<file path="config.mk">
export PLATFORM = sky130hd
export DESIGN_NAME = axi2mem_tcdm_rd_if_mo
export DESIGN_NICKNAME = d
export VERILOG_FILES = /design/src/rtl/axi2mem_pkg.sv /design/src/rtl/axi2mem_sync_fifo.sv /design/src/rtl/axi2mem_tcdm_rd_if_mo.sv
export SDC_FILE = /design/constraint.sdc
export NUM_CORES = 1
export LEC_CHECK = 0
export ABC_AREA = 1
export BUFFER_PORTS_ARGS = -buffer_cell sky130_fd_sc_hd__buf_4
export CAP_MARGIN = 20
export CORE_MARGIN = 3
export CORE_UTILIZATION = 45
export DETAILED_ROUTE_END_ITERATION = 10
export PLACE_DENSITY = 0.68
export SYNTH_ARGS = -nofsm -noshare
export SYNTH_HDL_FRONTEND = slang
export SYNTH_HIERARCHICAL = 1
export SYNTH_SLANG_ARGS = --single-unit
</file>
<file path="constraint.sdc">
create_clock -name clk_i -period 4.4 [get_ports clk_i]
set_input_delay 0.22 -clock clk_i [delete_from_list [all_inputs] [get_ports clk_i]]
set_output_delay 0.22 -clock clk_i [all_outputs]
set_load 0.01 [all_outputs]
</file>
<file path="src/rtl/axi2mem_pkg.sv">
// axi2mem_pkg: default widths and the {id,last} meta entry for the axi2mem read channel
package axi2mem_pkg;
  localparam int AXI2MEM_DATA_WIDTH = 32;
  localparam int AXI2MEM_ADDR_WIDTH = 32;
  localparam int AXI2MEM_ID_WIDTH = 6;
  localparam int AXI2MEM_MAX_OUTSTANDING = 4;
  typedef struct packed {
    logic [AXI2MEM_ID_WIDTH-1:0] id;
    logic                        last;
  } axi2mem_meta_t;
endpackage

</file>
<file path="src/rtl/axi2mem_sync_fifo.sv">
// axi2mem_sync_fifo: synchronous FIFO, wrap-bit pointers tell full from empty
module axi2mem_sync_fifo #(
  parameter int WIDTH = 8,
  parameter int DEPTH = 4
) (
  input  logic                    clk_i,
  input  logic                    rst_i,
  input  logic                    push_i,
  input  logic [WIDTH-1:0]        data_i,
  input  logic                    pop_i,
  output logic [WIDTH-1:0]        data_o,
  output logic                    full_o,
  output logic                    empty_o,
  output logic [$clog2(DEPTH):0]  count_o
);
  localparam int AW = $clog2(DEPTH);
  logic [AW:0] wr_q, wr_d, rd_q, rd_d;
  logic [WIDTH-1:0] mem_q [DEPTH];
  logic push_ok, pop_ok;
  assign full_o  = wr_q == {~rd_q[AW], rd_q[AW-1:0]};
  assign empty_o = wr_q == rd_q;
  assign count_o = wr_q - rd_q;
  assign push_ok = push_i & ~full_o;
  assign pop_ok  = pop_i & ~empty_o;
  assign wr_d    = push_ok ? wr_q + (AW+1)'(1) : wr_q;
  assign rd_d    = pop_ok ? rd_q + (AW+1)'(1) : rd_q;
  assign data_o  = mem_q[rd_q[AW-1:0]];
  always_ff @(posedge clk_i) begin
    if (rst_i) begin
      wr_q <= '0;
      rd_q <= '0;
    end else begin
      wr_q <= wr_d;
      rd_q <= rd_d;
    end
    if (push_ok) mem_q[wr_q[AW-1:0]] <= data_i;
  end
endmodule

</file>
<file path="src/rtl/axi2mem_tcdm_rd_if_mo.sv">
// axi2mem_tcdm_rd_if_mo: credit-limited multi-outstanding TCDM read channel.
// AXI2MEM_RD_BYPASS_EN lets a response skip the empty data FIFO combinationally.
module axi2mem_tcdm_rd_if_mo import axi2mem_pkg::*; #(
  parameter int DATA_WIDTH      = AXI2MEM_DATA_WIDTH,
  parameter int ADDR_WIDTH      = AXI2MEM_ADDR_WIDTH,
  parameter int ID_WIDTH        = AXI2MEM_ID_WIDTH,
  parameter int MAX_OUTSTANDING = AXI2MEM_MAX_OUTSTANDING
) (
  input  logic                    clk_i,
  input  logic                    rst_i,
  input  logic                    trans_req_i,
  output logic                    trans_gnt_o,
  input  logic [ADDR_WIDTH-1:0]   trans_add_i,
  input  logic [ID_WIDTH-1:0]     trans_id_i,
  input  logic                    trans_last_i,
  output logic                    data_req_o,
  input  logic                    data_gnt_i,
  output logic [DATA_WIDTH-1:0]   data_dat_o,
  output logic [ID_WIDTH-1:0]     data_id_o,
  output logic                    data_last_o,
  output logic                    tcdm_req_o,
  input  logic                    tcdm_gnt_i,
  output logic [ADDR_WIDTH-1:0]   tcdm_add_o,
  output logic                    tcdm_we_o,
  output logic [DATA_WIDTH-1:0]   tcdm_wdata_o,
  output logic [DATA_WIDTH/8-1:0] tcdm_be_o,
  input  logic [DATA_WIDTH-1:0]   tcdm_r_rdata_i,
  input  logic                    tcdm_r_valid_i
);
  localparam int CW = $clog2(MAX_OUTSTANDING) + 1;
  typedef struct packed {
    logic [ID_WIDTH-1:0] id;
    logic                last;
  } meta_t;
  meta_t meta_in, meta_head;
  logic [DATA_WIDTH-1:0] data_head;
  logic [CW-1:0] meta_cnt, data_cnt;
  logic meta_full, meta_empty, data_full, data_empty;
  logic rsp_ok, deliver, data_push;
  assign tcdm_req_o   = trans_req_i & ~meta_full;
  assign trans_gnt_o  = tcdm_req_o & tcdm_gnt_i;
  assign tcdm_add_o   = trans_add_i;
  assign tcdm_we_o    = 1'b1;
  assign tcdm_wdata_o = '0;
  assign tcdm_be_o    = {(DATA_WIDTH/8){tcdm_req_o}};
  assign meta_in      = '{id: trans_id_i, last: trans_last_i};
  // a response without a matching outstanding command is dropped
  assign rsp_ok       = tcdm_r_valid_i & (data_cnt < meta_cnt);
  assign deliver      = data_req_o & data_gnt_i;
`ifdef AXI2MEM_RD_BYPASS_EN
  logic bypass;
  assign bypass     = data_empty & rsp_ok;
  assign data_push  = rsp_ok & ~(bypass & data_gnt_i);
  assign data_req_o = ~data_empty | bypass;
  assign data_dat_o = bypass ? tcdm_r_rdata_i : data_empty ? '0 : data_head;
`else
  assign data_push  = rsp_ok;
  assign data_req_o = ~data_empty;
  assign data_dat_o = data_empty ? '0 : data_head;
`endif
  assign data_id_o   = data_req_o ? meta_head.id : '0;
  assign data_last_o = data_req_o & meta_head.last;
  axi2mem_sync_fifo #(.WIDTH(ID_WIDTH + 1), .DEPTH(MAX_OUTSTANDING)) u_meta (
    .clk_i   (clk_i),
    .rst_i   (rst_i),
    .push_i  (trans_gnt_o),
    .data_i  (meta_in),
    .pop_i   (deliver),
    .data_o  (meta_head),
    .full_o  (meta_full),
    .empty_o (meta_empty),
    .count_o (meta_cnt)
  );
  axi2mem_sync_fifo #(.WIDTH(DATA_WIDTH), .DEPTH(MAX_OUTSTANDING)) u_data (
    .clk_i   (clk_i),
    .rst_i   (rst_i),
    .push_i  (data_push),
    .data_i  (tcdm_r_rdata_i),
    .pop_i   (deliver),
    .data_o  (data_head),
    .full_o  (data_full),
    .empty_o (data_empty),
    .count_o (data_cnt)
  );
`ifndef SYNTHESIS
  a_rsp_credit: assert property (@(posedge clk_i) disable iff (rst_i) !(tcdm_r_valid_i && meta_cnt == data_cnt))
    else $error("r_valid with no outstanding read");
  a_no_overflow: assert property (@(posedge clk_i) disable iff (rst_i) !(data_push && data_full));
  a_meta_cover: assert property (@(posedge clk_i) disable iff (rst_i) !(data_req_o && meta_empty));
`endif
endmodule

</file>
==> impl_metrics.toml, run 1 <==
[setup_path]
worstReg2RegStart = "u_meta/wr_q[0]"
r2r_end = "u_data/mem_q[0][9]"
slowest_stage = "buf_4"
crit_fanout = 32
crit_required_ns = 4.46
crit_chain = "inv_1, ha_1, fa_1, xnor2_1, inv_1, ha_1, nand2_1, nand3_1, nor2_1, nand2_1, nor2_4, buf_4"
r2r_cells = 12
criticalPathCategory = "flip-flop to flip-flop"
end_kind = "flip-flop"
cp-start-kind = "flip-flop"
arrival_ns = 3.33
reg2reg_slack_ns = 1.14
critical_path.max_stage_delay_ns = 0.43

[layout]
seq_area_sq_mm = 0.00501
fin_area_sq_mm = 0.00921
antenna_cells = 0
area_delta_synth_final_pct = 17.5
fill_cells = 1415
multi_input_area_sq_mm = 0.00192
fin_nets = 875
final_layout_size_suffix_gt1_frac = 0.193
final_cells = 1013
final_util = 0.548

[routing]
drc = 0
vias_per_cell = 4.87
first_pass_iters = 4
route.vias.total = 4937
drtIter0Drc = 282
postRouteAntennaNets = 0
routed_wl_microns = 15100
wl_per_cell_microns = 14.9

[placed_design]
hpwl_microns = 9460
pre_cts_slack_ns = 1.12
dp_cells = 943
gp_congestion = 0.804
place_area_sq_mm = 0.00824
io_buffers = 90

[floorplanning]
start_util = 0.466
die_h_microns = 138
core_sq_mm = 0.0168
rows = 47
chipWidth_microns = 138
ioPinCount = 188
die_area_sq_mm = 0.0190

[clocking]
cts_inserted_buffers = 17
clk_pin_slew_ns = 0.06
cts_root_buf = "clkbuf_16"
clock_latency_ns = 0.42
cts_tree = "done"
clockBufferDepth = 2
cts_max_level = 4
cts.sinks = 172

[job]
drv_cap = 0

[min_path]
holdPathStages = 1
hold_class = "input port to flip-flop"
hp-start = "tcdm_r_rdata_i[25]"
hold_end = "u_data/mem_q[2][25]"

[global_route]
grt_pass1_wl_microns = 24500
track_usage = 0.159
overflow = 0
antenna_found_initial = 0
grt_pass1_vias = 4920
grt_max_degree = 66

[power]
leakagePower_nw = 3.69
power.total_mw = 5.74
peakVddDrop_v = 0.000421
powerDensity_mw_per_mm2 = 623

[timing]
hold_viol = 0
post-route-min-period_ns = 3.26
setup_ws_ns = 1.14
relSlewSlack = 0.504
hold_slack_ns = 0.0202
finalCritPeriodShare = 0.742
setup_tns_ns = 0
finalMaxSlewViolations = 0
fmax_ghz = 0.306
tightestPinTransition_ns = 0.742
skew_ns = 0.0102
final-setup-viol-count = 0
rsz0062_at_grt = "false"

[synth]
netlist_instances = 691
syn_area_sq_mm = 0.00784
syn_area_per_cell_sq_um = 11.3
yosys_warnings = 6

[status]
outcome = "completed"
-- worst max path at each step --
stage	startpoint	slack (ns)	cells past startpoint	to
floorplan	u_meta/wr_q[0]	0.61	11	u_data/mem_q[0][0]
global placement	u_meta/wr_q[0]	1.23	12	u_data/mem_q[0][14]
detailed placement	u_meta/wr_q[0]	1.12	12	u_data/mem_q[0][14]
CTS	u_meta/wr_q[0]	1.11	12	u_data/mem_q[0][2]
global route	u_meta/wr_q[0]	0.81	12	u_data/mem_q[0][27]
finish	u_meta/wr_q[0]	1.14	12	u_data/mem_q[0][9]
-- layout make-up --
type	instances	area share
flip-flops and latches	172	0.543
repair buffers	134	0.121
inverters	84	0.0348
well taps	220	0.0299
clock inverters	12	0.0158
clock buffers	20	0.0474
multi-input cells	371	0.208
-- layout by cell type, fill, tap and decap left out, types with 3 or more instances in the layout --
cell / count
clkbuf_16: 17
bufinv_16: 3
nand2_4: 4
dfxtp_1: 15
o21ai_1: 46
clkinv_2: 3
inv_2: 5
buf_4: 96
nand3_1: 10
conb_1: 33
ha_1: 16
nor2_1: 130
nand2_1: 26
inv_1: 78
dlygate4sd3_1: 37
edfxtp_1: 156
a21oi_1: 10
nor2_4: 3
nand2_2: 4
o22ai_1: 39
o21ai_0: 32
nor2_2: 7
clkbuf_1: 3
-- flip-flops by register name, indices dropped and copies added, names as in the netlist, named ones only --
register      flops
u_data/mem_q    128
u_data/wr_q       3
u_meta/rd_q       3
u_meta/mem_q     28
u_meta/wr_q       3
u_data/rd_q       3
-- power breakdown --
group | internal, mW | switching (mW) | total [mW]
logic | 0.801 | 1.28 | 2.08
registers | 2.09 | 0.104 | 2.19
clock network | 0.888 | 0.588 | 1.48
-- timing repair --
action,CTS,global route
buffers inserted,0,0
hold buffers,35,2
endpoints found under the hold margin,131,5
gates resized for setup,0,0
-- critical path, delay by kind of cell, from the launching register on --
family | cells | cell delay [ns]
simple gates | 5 | 0.83
buf+inv | 3 | 0.59
xor+xnor | 1 | 0.17
fa+ha+maj | 3 | 0.91
flops | 1 | 0.40
-- routing by layer --
| layer | vias to the layer above | share of wire | track usage |
|---|---|---|---|
| met5 | - | 0 | 0 |
| met4 | 0 | 0.019 | 0.0520 |
| met3 | 34 | 0.061 | 0.0528 |
| met2 | 149 | 0.48 | 0.256 |
| met1 | 2345 | 0.44 | 0.204 |
| li1 | 2409 | - | - |
(Power assumes the default switching activity.)
==> inputs of run 2 (changes only) <==
Settings changed: ABC_AREA 1 to 0.
Clock period 4.4 ns to 3.32 ns, I/O delays scaled along.
==> impl_metrics.toml, run 2 <==
[status]
outcome = "completed"

[setup_path]
reg2reg_slack_ns = 0.22
crit_chain = "inv_1, ha_1, fa_1, xnor2_1, inv_1, ha_1, and2_4, a221oi_2, a21boi_2, and2_2, buf_4"
r2r_end = "u_data/mem_q[2][13]"
end_kind = "flip-flop"
critical_path.max_stage_delay_ns = 0.40
crit_fanout = 13
worstReg2RegStart = "u_meta/wr_q[0]"
r2r_cells = 11
crit_required_ns = 3.43
cp-start-kind = "flip-flop"
arrival_ns = 3.21
criticalPathCategory = "flip-flop to flip-flop"
slowest_stage = "dfxtp_1"

[global_route]
antenna_found_initial = 0
grt_pass1_vias = 4246
grt_pass1_wl_microns = 22300
track_usage = 0.159
overflow = 0
grt_max_degree = 41

[synth]
syn_area_per_cell_sq_um = 16.7
syn_area_sq_mm = 0.00769
netlist_instances = 460
yosys_warnings = 6

[floorplanning]
die_area_sq_mm = 0.0187
ioPinCount = 188
chipWidth_microns = 137
rows = 47
start_util = 0.462
die_h_microns = 137
core_sq_mm = 0.0166

[layout]
area_delta_synth_final_pct = 22.1
layout_common_cells = "156 x edfxtp_1, 100 x buf_4, 41 x nor2b_1"
final_layout_size_suffix_gt1_frac = 0.319
fin_area_sq_mm = 0.00938
fin_nets = 662
largest_reg_flops = 128
fill_cells = 1282
final_cells = 800
antenna_cells = 0
final_common_cell = "edfxtp_1"

[timing]
post-route-min-period_ns = 3.10
finalMaxSlewViolations = 0
fmax_ghz = 0.323
setup_tns_ns = 0
skew_ns = 0.0135
finalCritPeriodShare = 0.933
hold_viol = 0
relSlewSlack = 0.410
rsz0062_at_grt = "false"
tightestPinTransition_ns = 0.885
final-setup-viol-count = 0
setup_ws_ns = 0.224

[clocking]
clock_latency_ns = 0.43
clockBufferDepth = 2
cts_inserted_buffers = 17
cts.sinks = 172
cts_max_level = 4
cts_root_buf = "clkbuf_16"
cts_tree = "done"
clk_pin_slew_ns = 0.06
postCtsSetupBuffers = 0

[routing]
first_pass_iters = 4
drc = 0
wl_per_cell_microns = 17.8
routed_wl_microns = 14300
vias_per_cell = 5.04
drtIter0Drc = 198
postRouteAntennaNets = 0
route.vias.total = 4028

[placed_design]
pre_cts_slack_ns = 0.168
gp_congestion = 0.708
io_buffers = 90
dp_cells = 729
place_area_sq_mm = 0.00831
hpwl_microns = 9200

[job]
drv_cap = 0

[min_path]
hp-start = "rst_i"
holdPathStages = 2
hold_class = "input port to flip-flop"
hold_end = "u_data/rd_q[2]"

[power]
powerDensity_mw_per_mm2 = 809
leakagePower_nw = 3.35
peakVddDrop_v = 0.000516
[run 2: stage by stage]
step,util,power (mW),hold WS [ns]
6_report,0.564,7.60,0.165
5_1_grt,0.564,7.98,0.193
4_1_cts,0.564,7.69,0.137
3_5_place_dp,0.499,5.37,0.332
3_3_place_gp,0.499,5.30,0.332
2_1_floorplan,-,4.48,0.265
[run 2: worst max-delay path, delay by kind of cell (launching register included)]
kind | cells | cell delay [ns]
flip-flops | 1 | 0.40
AND/OR/NAND/NOR | 2 | 0.37
XOR/XNOR | 1 | 0.17
buffers and inverters | 3 | 0.43
adder cells (fa/ha/maj) | 3 | 0.93
AO/OA/AOI/OAI | 2 | 0.49
[run 2: report_power, final]
part | switching (mW) | internal, mW
logic | 1.15 | 1.18
clock network | 0.780 | 1.49
registers | 0.171 | 2.82
total | 2.11 | 5.49
[run 2: what timing repair did]
| item | in CTS | in global routing |
|---|---|---|
| hold buffers | 39 | 0 |
| endpoints found under the hold margin | 156 | 0 |
| resized for setup | 0 | 1 |
| setup endpoints to repair | 0 | 13 |
[run 2: area by class of cell]
cell class | count | area [sq um] | area share
multi-input cells | 220 | 2150 | 0.229
inverters | 13 | 48.8 | 0.00520
well taps | 220 | 275 | 0.0293
repair buffers | 143 | 1220 | 0.130
clock buffers | 21 | 440 | 0.0469
flip-flops and latches | 172 | 5010 | 0.534
clock inverters | 11 | 240 | 0.0256
[run 2: routing by layer]
metal | share of wire | global-route usage
met2 | 0.51 | 0.263
met5 | 0 | 0
met1 | 0.41 | 0.191
met4 | 0.027 | 0.0784
met3 | 0.059 | 0.0467
[run 2: how the worst max path moves through the flow]
stage	startpoint	endpoint	cells after the start
2_1_floorplan	u_meta/wr_q[0]	u_data/mem_q[3][0]	10
3_3_place_gp	u_meta/wr_q[0]	u_data/mem_q[2][9]	11
3_5_place_dp	u_meta/wr_q[0]	u_data/mem_q[2][10]	11
4_1_cts	u_meta/wr_q[0]	u_data/mem_q[2][13]	11
5_1_grt	u_meta/wr_q[0]	u_data/mem_q[2][1]	11
6_report	u_meta/wr_q[0]	u_data/mem_q[2][13]	11
==> inputs of run 3 (changes only) <==
==> constraint.sdc (replaced) <==
create_clock -name clk_i -period 3.32 [get_ports clk_i]
set_input_delay 0 -clock clk_i [delete_from_list [all_inputs] [get_ports clk_i]]
set_output_delay 0 -clock clk_i [all_outputs]
set_load 0.01 [all_outputs]
==> impl_metrics.toml, run 3 (synthesized netlist as in run 2, its figures left out) <==
[status]
outcome = "completed"

[setup_path]
arrival_ns = 3.22
worst-path-stages = 11
crit_required_ns = 3.43
criticalPathCategory = "flip-flop to flip-flop"
slowest_stage = "dfxtp_1"
crit_chain = "inv_1, ha_1, fa_1, xnor2_1, inv_1, ha_1, and2_4, a221oi_2, a21boi_2, and2_2, buf_4"
end_kind = "flip-flop"
crit_family = "adder cells"
r2r_cells = 11
critical_path.max_stage_delay_ns = 0.41
cp-start-kind = "flip-flop"
crit_start = "u_meta/wr_q[0]"
crit_fanout = 13
cp.buffers_inverters = 3
worstReg2RegStart = "u_meta/wr_q[0]"

[timing]
setup_ws_ns = 0.209
hold_slack_ns = 0.00000368
fmax_ghz = 0.321
tightestPinTransition_ns = 0.868
hold_viol = 0
finalCritPeriodShare = 0.937
setup_tns_ns = 0
skew_ns = 0.00795
post-route-min-period_ns = 3.11
final-setup-viol-count = 0
finalMaxSlewViolations = 0
rsz0062_at_grt = "false"
relSlewSlack = 0.421

[floorplanning]
rows = 47
die_area_sq_mm = 0.0187
chipWidth_microns = 137
start_util = 0.462
ioPinCount = 188
core_sq_mm = 0.0166
die_h_microns = 137

[min_path]
hold_class = "input port to output pin"
hp-start = "trans_add_i[6]"
holdPathStages = 0

[routing]
drc = 0
drtIter0Drc = 199
route.vias.total = 4046
wl_per_cell_microns = 18.0
postRouteAntennaNets = 0
routed_wl_microns = 14400
first_pass_iters = 4
vias_per_cell = 5.05

[layout]
largest_reg_flops = 128
final_cells = 801
final_layout_size_suffix_gt1_frac = 0.322
layout_common_cells = "156 x edfxtp_1, 100 x buf_4, 41 x nor2b_1"
final_common_cell = "edfxtp_1"
fin_nets = 663
antenna_cells = 0
area_delta_synth_final_pct = 20.8
final_util = 0.558

[clocking]
clk_pin_slew_ns = 0.06
cts_root_buf = "clkbuf_16"
cts_max_level = 4
clockBufferDepth = 2
cts_inserted_buffers = 17
clock_latency_ns = 0.42
cts_tree = "done"
postCtsSetupBuffers = 0
cts.sinks = 172

[placed_design]
hpwl_microns = 9350
dp_cells = 729
io_buffers = 90
pre_cts_slack_ns = 0.154
gp_congestion = 0.712

[job]
drv_cap = 0

[global_route]
grt_pass1_vias = 4247
track_usage = 0.159
overflow = 0
grt_max_degree = 41
grt_pass1_wl_microns = 22200
antenna_found_initial = 0

[power]
leakagePower_nw = 3.30
peakVddDrop_v = 0.000467
powerDensity_mw_per_mm2 = 781
[run 3: cell types whose count changed in the layout (fill, tap and decap cells not counted), sizes merged]
cell | previous run | this run
inv | 15 | 16
clkbuf | 21 | 18
bufinv | 7 | 2
clkinv | 1 | 4
dlygate4sd3 | 39 | 40
clkinvlp | 1 | 5
[run 3: cell type report]
cell class	count	area, sq um
clock buffer	18	429
clock inverter	14	145
fill	1296	7350
inverter	13	48.8
multi-input combinational	220	2150
sequential	172	5010
tap	220	275
timing repair buffer	144	1230
[run 3: stage by stage]
| stage | total power [mW] | cell area [sq um] |
|---|---|---|
| after CTS | 7.33 | 9280 |
| after global placement | 5.30 | 8310 |
| after detailed placement | 5.37 | 8310 |
| after global routing | 7.64 | 9290 |
| after floorplan | 4.48 | 7810 |
| final | 7.26 | 9290 |
[run 3: what timing repair did]
item / 4_1_cts / 5_1_grt
hold endpoints to repair: 160 / 0
endpoints found under the setup margin: 0 / 18
resized for setup: 0 / 1
hold buffers: 40 / 0
[run 3: report_power, final]
part           switching (mW)  internal, mW  total [mW]  leakage [nW]
logic                    1.17          1.18        2.35          1.49
registers               0.161          2.82        2.98          1.54
clock network           0.815          1.11        1.92         0.268
total                    2.15          5.11        7.26          3.30
[run 3: worst paths after layout]
check	to	slack, ns
setup reg to reg	u_data/mem_q[2][1]	0.21
hold / removal	tcdm_add_o[6]	0.000004
hold reg to reg	u_data/rd_q[2]	0.56
setup / recovery	u_data/mem_q[2][1]	0.21
[run 3: per-layer routing]
| metal | GRT usage | wire [microns] | part of all wire |
|---|---|---|---|
| met1 | 0.181 | 5640 | 0.39 |
| met2 | 0.281 | 7610 | 0.53 |
| met5 | 0 | 0 | 0 |
| met4 | 0.0683 | 236 | 0.016 |
| met3 | 0.0415 | 898 | 0.062 |
[run 3: worst register-to-register path: cells and delay by family, from the launching register on]
| kind | cells | cell delay (ns) |
|---|---|---|
| flip-flops | 1 | 0.41 |
| AND/OR/NAND/NOR | 2 | 0.38 |
| XOR/XNOR | 1 | 0.19 |
| AO/OA/AOI/OAI | 2 | 0.49 |
| buffers and inverters | 3 | 0.43 |
| adder cells (fa/ha/maj) | 3 | 0.92 |
